<file path="config.mk">
export PLATFORM = sky130hd
export DESIGN_NAME = mesi_req_sched
export DESIGN_NICKNAME = d
export VERILOG_FILES = /design/src/rtl/mesi_req_sched.sv
export SDC_FILE = /design/constraint.sdc
export NUM_CORES = 1
export LEC_CHECK = 0
export CAP_MARGIN = 20
export CORE_ASPECT_RATIO = 1.4
export CORE_MARGIN = 2
export CORE_UTILIZATION = 47
export CTS_BUF_LIST = sky130_fd_sc_hd__clkbuf_8
export DETAILED_ROUTE_END_ITERATION = 10
export GPL_TIMING_DRIVEN = 0
export PLACE_DENSITY_LB_ADDON = 0.25
export SYNTH_ARGS = -nofsm -noshare
export SYNTH_HDL_FRONTEND = slang
export SYNTH_SLANG_ARGS = --single-unit
</file>
<file path="constraint.sdc">
create_clock -name clk -period 4.4 [get_ports clk]
set_input_delay 0.66 -clock clk [delete_from_list [all_inputs] [get_ports clk]]
set_output_delay 0.66 -clock clk [all_outputs]
set_load 0.02 [all_outputs]
</file>
<file path="src/rtl/mesi_req_sched.sv">
// Request scheduler and MESI line-state store for the L2 controller.
// Arbitrates L1 and snoop requests, runs one request at a time through the
// external per-line MESI FSM (LOAD -> EXEC -> WB), and writes the result back.
module mesi_req_sched #(
  parameter int                 IDX_W    = 4,
  parameter int                 MSG_W    = 4,
  parameter logic [MSG_W-1:0]   IDLE_MSG = 4'hF,
  parameter logic [1:0]         ST_I     = 2'b00,
  parameter int                 SNP_MAX  = 3
) (
  input  logic             clk,
  input  logic             rstb,
  input  logic             l1_req_valid,
  input  logic [MSG_W-1:0] l1_req_cmd,
  input  logic [IDX_W-1:0] l1_req_idx,
  output logic             l1_req_ready,
  input  logic             snp_req_valid,
  input  logic [MSG_W-1:0] snp_req_cmd,
  input  logic [IDX_W-1:0] snp_req_idx,
  output logic             snp_req_ready,
  output logic             fsm_valid,
  output logic             fsm_valid_d,
  output logic [MSG_W-1:0] fsm_nmsg,
  output logic [1:0]       fsm_state_in,
  input  logic [1:0]       fsm_state_out,
  output logic             rsp_valid,
  output logic             rsp_src,
  output logic [IDX_W-1:0] rsp_idx,
  output logic [1:0]       rsp_state,
  output logic             busy
);

  localparam int                 DEPTH   = 1 << IDX_W;
  localparam int                 STK_W   = $clog2(SNP_MAX + 1);
  localparam logic [STK_W-1:0]   STK_MAX = STK_W'(SNP_MAX);

  typedef enum logic [1:0] {
    S_IDLE = 2'd0,
    S_LOAD = 2'd1,
    S_EXEC = 2'd2,
    S_WB   = 2'd3
  } state_e;

  state_e             state_q, state_d;
  logic [STK_W-1:0]   streak_q, streak_d;
  logic [MSG_W-1:0]   cmd_q;
  logic [IDX_W-1:0]   idx_q;
  logic               src_q;
  logic               fsm_valid_q;
  logic               fsm_valid_d_q;
  logic [MSG_W-1:0]   nmsg_q;
  logic [1:0]         state_in_q;
  logic               rsp_valid_q;
  logic [1:0]         table_q [DEPTH];

  logic               snp_grant;
  logic               l1_grant;
  logic [IDX_W-1:0]   grant_idx;
  logic [MSG_W-1:0]   grant_cmd;

  // Arbitration in IDLE: snoops win unless they have starved a waiting L1 request.
  always_comb begin
    // NOTE: every always_comb output gets a default first, so no path can infer a latch.
    snp_grant = 1'b0;
    l1_grant  = 1'b0;
    if (state_q == S_IDLE) begin
      snp_grant = snp_req_valid && (!l1_req_valid || (streak_q < STK_MAX));
      l1_grant  = l1_req_valid && !snp_grant;
    end
    grant_idx = snp_grant ? snp_req_idx : l1_req_idx;
    grant_cmd = snp_grant ? snp_req_cmd : l1_req_cmd;
  end

  // Next-state for the sequencer and the saturating snoop streak counter.
  always_comb begin
    state_d  = state_q;
    streak_d = streak_q;
    unique case (state_q)
      S_IDLE: if (snp_grant || l1_grant) state_d = S_LOAD;
      S_LOAD: state_d = S_EXEC;
      S_EXEC: state_d = S_WB;
      S_WB:   state_d = S_IDLE;
      default: state_d = S_IDLE;
    endcase
    if (l1_grant) begin
      streak_d = '0;
    end else if (snp_grant && (streak_q != STK_MAX)) begin
      streak_d = streak_q + 1'b1;
    end
  end

  // Sequencer state, captured request, and registered FSM strobes/outputs.
  always_ff @(posedge clk or negedge rstb) begin
    // NOTE: sequential state uses non-blocking assignments only, so every flop sees pre-edge values.
    if (!rstb) begin
      state_q       <= S_IDLE;
      streak_q      <= '0;
      cmd_q         <= '0;
      idx_q         <= '0;
      src_q         <= 1'b0;
      fsm_valid_q   <= 1'b0;
      fsm_valid_d_q <= 1'b0;
      nmsg_q        <= IDLE_MSG;
      state_in_q    <= ST_I;
      rsp_valid_q   <= 1'b0;
    end else begin
      state_q  <= state_d;
      streak_q <= streak_d;
      if (snp_grant || l1_grant) begin
        cmd_q <= grant_cmd;
        idx_q <= grant_idx;
        src_q <= snp_grant;
      end
      // Table read at grant time is safe: the previous WB has already written it.
      fsm_valid_q   <= (state_d == S_LOAD);
      state_in_q    <= (state_d == S_LOAD) ? table_q[grant_idx] : ST_I;
      fsm_valid_d_q <= (state_d == S_EXEC);
      nmsg_q        <= (state_d == S_EXEC) ? cmd_q : IDLE_MSG;
      rsp_valid_q   <= (state_d == S_WB);
    end
  end

  // Line-state table: written only in WB with the FSM's resolved state.
  always_ff @(posedge clk or negedge rstb) begin
    if (!rstb) begin
      // NOTE: this table is deliberately built from resettable flops so every line starts Invalid;
      // a RAM macro could not be cleared this way.
      for (int i = 0; i < DEPTH; i++) begin
        table_q[i] <= ST_I;
      end
    end else if (state_q == S_WB) begin
      table_q[idx_q] <= fsm_state_out;
    end
  end

  assign l1_req_ready  = l1_grant;
  assign snp_req_ready = snp_grant;
  assign fsm_valid     = fsm_valid_q;
  assign fsm_valid_d   = fsm_valid_d_q;
  assign fsm_nmsg      = nmsg_q;
  assign fsm_state_in  = state_in_q;
  assign rsp_valid     = rsp_valid_q;
  assign rsp_src       = rsp_valid_q & src_q;
  assign rsp_idx       = rsp_valid_q ? idx_q : '0;
  assign rsp_state     = rsp_valid_q ? fsm_state_out : ST_I;
  assign busy          = (state_q != S_IDLE);

endmodule

</file>
# --- Word-level counts from Yosys, hierarchy flattened ---
# Index checks and enable logic that the tools add are counted.
totals:
  reg_bits: 54
  inputBits: 22
  out_inout_bits: 19
  elab_cells: 70
classes:
  add_sub_neg: 1
  order_cmp: 4
  eq_ne: 7
  muxes: 18
  bitwise_logic: 3
  reduce_logical: 11
op_table:
  columns: ["cell", "n"]
  rows:
  - ["$bwmux 32", 1]
  - ["$mux 2", 8]
  - ["$mux 4", 4]
  - ["$ge 5x5->1 const B", 2]
  - ["$not 4->5", 2]
  - ["$bmux 2 s4", 1]
  - ["$demux 2 s4", 1]
  - ["$eq 2x2->1 const B", 4]
  - ["$pmux 2 s4", 1]
  - ["$lt 5x1->1 const B", 1]
  - ["$eq 2x1->1 const B", 2]
  - ["$logic_and 1x1->1", 4]
  - ["$reduce_bool 2->1", 2]
  - ["$add 2x1->2 const B", 1]
  - ["$logic_not 1->1", 2]
  - ["$logic_not 2->1", 1]
  - ["$logic_or 1x1->1", 2]
  - ["$lt 2x2->1 const B", 1]
  - ["$mux 1", 2]
  - ["$ne 2x2->1 const B", 1]
  - ["$and 1x1->1", 1]

# --- Longest topological paths before layout ---
depth:
  ltp_word: 11
  mapped_depth: 11
  ltp_nobuf: 9

# --- Least setup slack after synthesis ---
# Ideal clock, no wire load.
synth_timing:
  path_kind: "register -> register"
  from: "register state_q[0]"
  to: "register state_in_q[1], in the netlist fsm_state_in[1]"
  setup_ns: 0.087
  arrival_time_ns: 2.117
  required_ns: 4.313
  setup_slack_ns: 2.197
  stages_incl_launch_ff: 10
  n_path_buf: 1
  period_less_slack_ns: 2.203
  path_cell_list: "dfrtp_1 > inv_1 > ha_1 > and2_4 > and3_1 > buf_6 > nor2_2 > mux4_2 > and2_4 > a211oi_2"
synth_via:
  elab_chain_len: 8
  elab_cells_between_ends: 16
synth_lines:
  columns: ["item", "line", "rtl"]
  rows:
  - ["from (decl)", "44", "state_e state_q, state_d;"]
  - ["from (signal assigned)", "107", "state_q <= state_d;"]
  - ["$logic_not 2->1", "66, 78", null]
  - ["$mux 1", "66", "if (state_q == S_IDLE) begin"]
  - ["$mux 4", "70", "grant_idx = snp_grant ? snp_req_idx : l1_req_idx;"]
  - ["$not 4->5 (not written as such)", "116", "state_in_q <= (state_d == S_LOAD) ? table_q[grant_idx] : ST_I;"]
  - ["$bmux 2 s4", "116", null]
  - ["$mux 2 (not written as such) (2 in a row)", "116", null]
  - ["$mux 2 (*)", "116", null]
  - ["to (signal assigned)", "116", null]
  - ["to (decl)", "52", "logic [1:0] state_in_q;"]
# Mark *: on every way between the ends. The rest lies on a longest branch, timed or not. The select of a mux whose other input is x is not followed.
# A chain may end at the register's enable or synchronous reset.

# --- Final worst setup path ---
layout_timing:
  from: "input snp_req_valid"
  to: "output snp_req_ready"
layout_via:
  elab_chain_len: 2
layout_lines:
  columns: ["item", "line", "rtl"]
  rows:
  - ["from (decl)", "17", "input logic snp_req_valid,"]
  - ["$logic_and 1x1->1", "67", "snp_grant = snp_req_valid && (!l1_req_valid || (streak_q < STK_MAX));"]
  - ["$mux 1", "66", null]
  - ["to (decl)", "20", "output logic snp_req_ready,"]
# Every way passes these cells.

==> results by group <==
Clock network
  – CTS tree: yes
  – Hold_buf cts: 0
  – PostCTS Resize Cnt: 0
  – TritonCTS Buffers: 5
  – Clock sink count: 54
  – H-Tree Depth: 2
  – Clk slew on worst S/H paths: 0.10 ns
  – Total setup buffers inserted after CTS: 0
  – CTS Root Cell: clkbuf_8
  – Clock buffer depth: 2
  – Clk_lat worst skew: 0.31 ns

Worst setup path
  – Startpoint Class: input pin
  – WP data arrival: 2.62 ns
  – Setup Crit Path Kind: in2out
  – Worst Reg-to-Reg Cells: 9
  – CP Capture Type: primary output
  – Critical Path Fanout Max: 10
  – CP required: 3.74 ns
  – Setup slack, reg-to-reg: 1.82 ns

Logic synthesis
  – Post-synth EDFFs: 0
  – Synth top area share: 43.2%
  – Unique cell type count in the Yosys netlist: 46
  – Post-synthesis sequential area ratio: 46.8%
  – Asr flop ratio synth: 100%
  – Cell with the most instances after synthesis: dfrtp_1
  – Flops & latches, synth: 54
  – Ys Warns: 0
  – Primary FF master, synth: dfrtp_1
  – Cell taking the most area after synthesis: dfrtp_1
  – Post-Syn Instances: 274
  – Synth top cells by count: 50 x dfrtp_1, 33 x mux2_2, 26 x nor2_1
  – Synthesized area per cell: 10.6 um^2
  – Post-Syn Nets: 302
  – Mapped Area: 2900 um^2
  – Synth area leaders: dfrtp_1 43%, mux2_2 13%, nand2b_1 4.1%, dfstp_2 3.6%, nor2_1 3.4%

Timing
  – Post-layout worst setup margin: 1.12 ns
  – Fmax: 305 MHz
  – Setup TNS: 0 ns
  – Final hold vios: 0
  – Fin Clk Skew: 0.0110 ns
  – Final Max Slew Viols: 0
  – RSZ-0062 raised after global routing: false
  – Worst rel slew slack: 50.2%
  – Setup violations, final: 0
  – Worst-margin pin slew: 0.745 ns
  – Final min period: 3.28 ns
  – Post-route clock period utilization: 74.5%

Die
  – Io pins: 41
  – Number of cell rows: 33
  – Die width: 70.4 um
  – Die footprint: 6820 um^2
  – Core area: 5900 um^2
  – Die Y: 96.9 um
  – Initial Util: 49.1%

Flow run
  – Max-Cap Viols: 0

Global route
  – Vias in the first global route: 2231
  – Antenna violations before repair: 0
  – GR Overflow Total: 0
  – First-pass GRT wire length: 11200 um
  – Largest net degree at the start of global routing: 35
  – Gr usage total: 20.6%

Placed design
  – Dpl cells: 383
  – Port Buf Inserts: 38
  – RePlAce Congestion: 0.854
  – DP Worst Slack: 1.17 ns
  – DPL Wire Length: 5050 um

Detailed routing
  – Total Routed Length: 6740 um
  – DRC: 0
  – Routed via count: 2258
  – 1st-iter DRT viols: 108
  – Final ANT Viol Nets: 0
  – Detailed-routing iteration count for the pre-antenna-repair pass: 4
  – Routed vias/inst: 5.77
  – Routed wire per std cell: 17.2 um

Worst hold path
  – Hold Crit Class: in2async

Finish
  – Diode count: 0
  – Area Overhead vs Synth: 20.6%
  – Layout Cells excl Fill: 391
  – Layout cells sized above 1: 19.9%
  – Layout Nets: 348

Power and ir drop
  – Pwr/cell area: 616 nW/um^2
  – Peak supply drop: 0.246 mV
  – Leak: 1.49 nW

Run status
  – Status: finished clean
==> area by class of cell <==
class,instances,area [um^2]
Clock buffer,5,68.8
Tap cell,70,87.6
Timing Repair Buffer,39,395
Sequential cell,54,1360
Fill cell,506,2410
Buffer,13,82.6
Clock inverter,3,45.0
Multi-Input combinational cell,197,1420
Inverter,10,37.5
==> critical path: stages <==
cell	delay, ns
clkdlybuf4s50_1	0.56
and2_4	0.18
buf_6	0.14
nand2_1	0.11
buf_4	0.20
inv_1	0.14
clkdlybuf4s50_1	0.62
==> where the power goes <==
| group | total (mW) | switching [mW] | internal, mW |
|---|---|---|---|
| clock network | 0.338 | 0.168 | 0.169 |
| registers | 0.874 | 0.151 | 0.723 |
| logic | 0.943 | 0.489 | 0.454 |
| total | 2.16 | 0.808 | 1.35 |
==> placed cells by master, fill, tap and decap left out, types with 2 or more instances in the layout <==
| cell | instances |
|---|---|
| nand2_1 | 25 |
| buf_6 | 4 |
| a2111oi_0 | 4 |
| and2_1 | 7 |
| and2_4 | 2 |
| clkbuf_1 | 7 |
| a311oi_1 | 4 |
| ha_1 | 6 |
| nand3b_1 | 4 |
| nor3b_1 | 6 |
| clkbuf_8 | 5 |
| a22oi_1 | 2 |
| clkdlybuf4s50_1 | 37 |
| dfrtp_1 | 50 |
| o211ai_1 | 3 |
| inv_1 | 10 |
| mux2i_1 | 5 |
| a21oi_1 | 4 |
| nand2b_1 | 19 |
| dfstp_2 | 4 |
| o22ai_1 | 4 |
| o2111ai_1 | 2 |
| clkinvlp_4 | 2 |
| a211oi_1 | 7 |
| o21ai_0 | 8 |
| mux2_2 | 33 |
| or2_1 | 2 |
| or3_1 | 3 |
| nor2_1 | 26 |
| and3_1 | 3 |
| a21o_1 | 2 |
==> flip-flops by register name (all words and copies together), names as in the netlist <==
name          cells
streak_q          2
rsp_valid         1
fsm_valid_d       1
table_q          32
cmd_q             4
src_q             1
fsm_nmsg          4
fsm_state_in      2
idx_q             4
fsm_valid         1
state_q           2
==> kinds of logic (layout without fill, tap and decap cells) <==
kind of cell	Yosys count	after routing	share of synthesized area, %
AO/OA/AOI/OAI	49	49	12.7
AND/OR/NAND/NOR	103	103	18.5
adder cells (fa/ha/maj)	6	6	2.59
buffers and inverters	23	70	4.14
multiplexers	39	39	15.3
flip-flops	54	54	46.8
==> per-stage QoR <==
| stage | util, % | hold slack (ns) | instance area (um^2) | power (mW) |
|---|---|---|---|---|
| 6_report | 59.2 | 0.299 | 3500 | 2.16 |
| 3_3_place_gp | 57.0 | 0.442 | 3370 | 1.78 |
| 2_1_floorplan | - | 0.364 | 2900 | 1.49 |
| 4_1_cts | 59.2 | 0.321 | 3500 | 2.16 |
| 3_5_place_dp | 57.3 | 0.450 | 3380 | 1.82 |
| 5_1_grt | 59.2 | 0.345 | 3500 | 2.30 |
==> layer usage <==
metal | GRT usage (%) | part of all wire [%]
met1 | 25.8 | 43
met2 | 34.8 | 50
met3 | 3.54 | 4.5
met4 | 8.28 | 2.8
met5 | 0 | 0
==> worst paths after layout <==
check,start,endpoint
worst min register to register,cmd_q[0],fsm_nmsg[0]
min in group clk,cmd_q[0],fsm_nmsg[0]
worst max register to register,state_q[0],fsm_state_in[1]
worst min-delay path,rstb,streak_q[0]
worst max-delay path,snp_req_valid,snp_req_ready
max in group asynchronous,rstb,idx_q[2]
No activity file was read; power rests on OpenSTA's default activity.
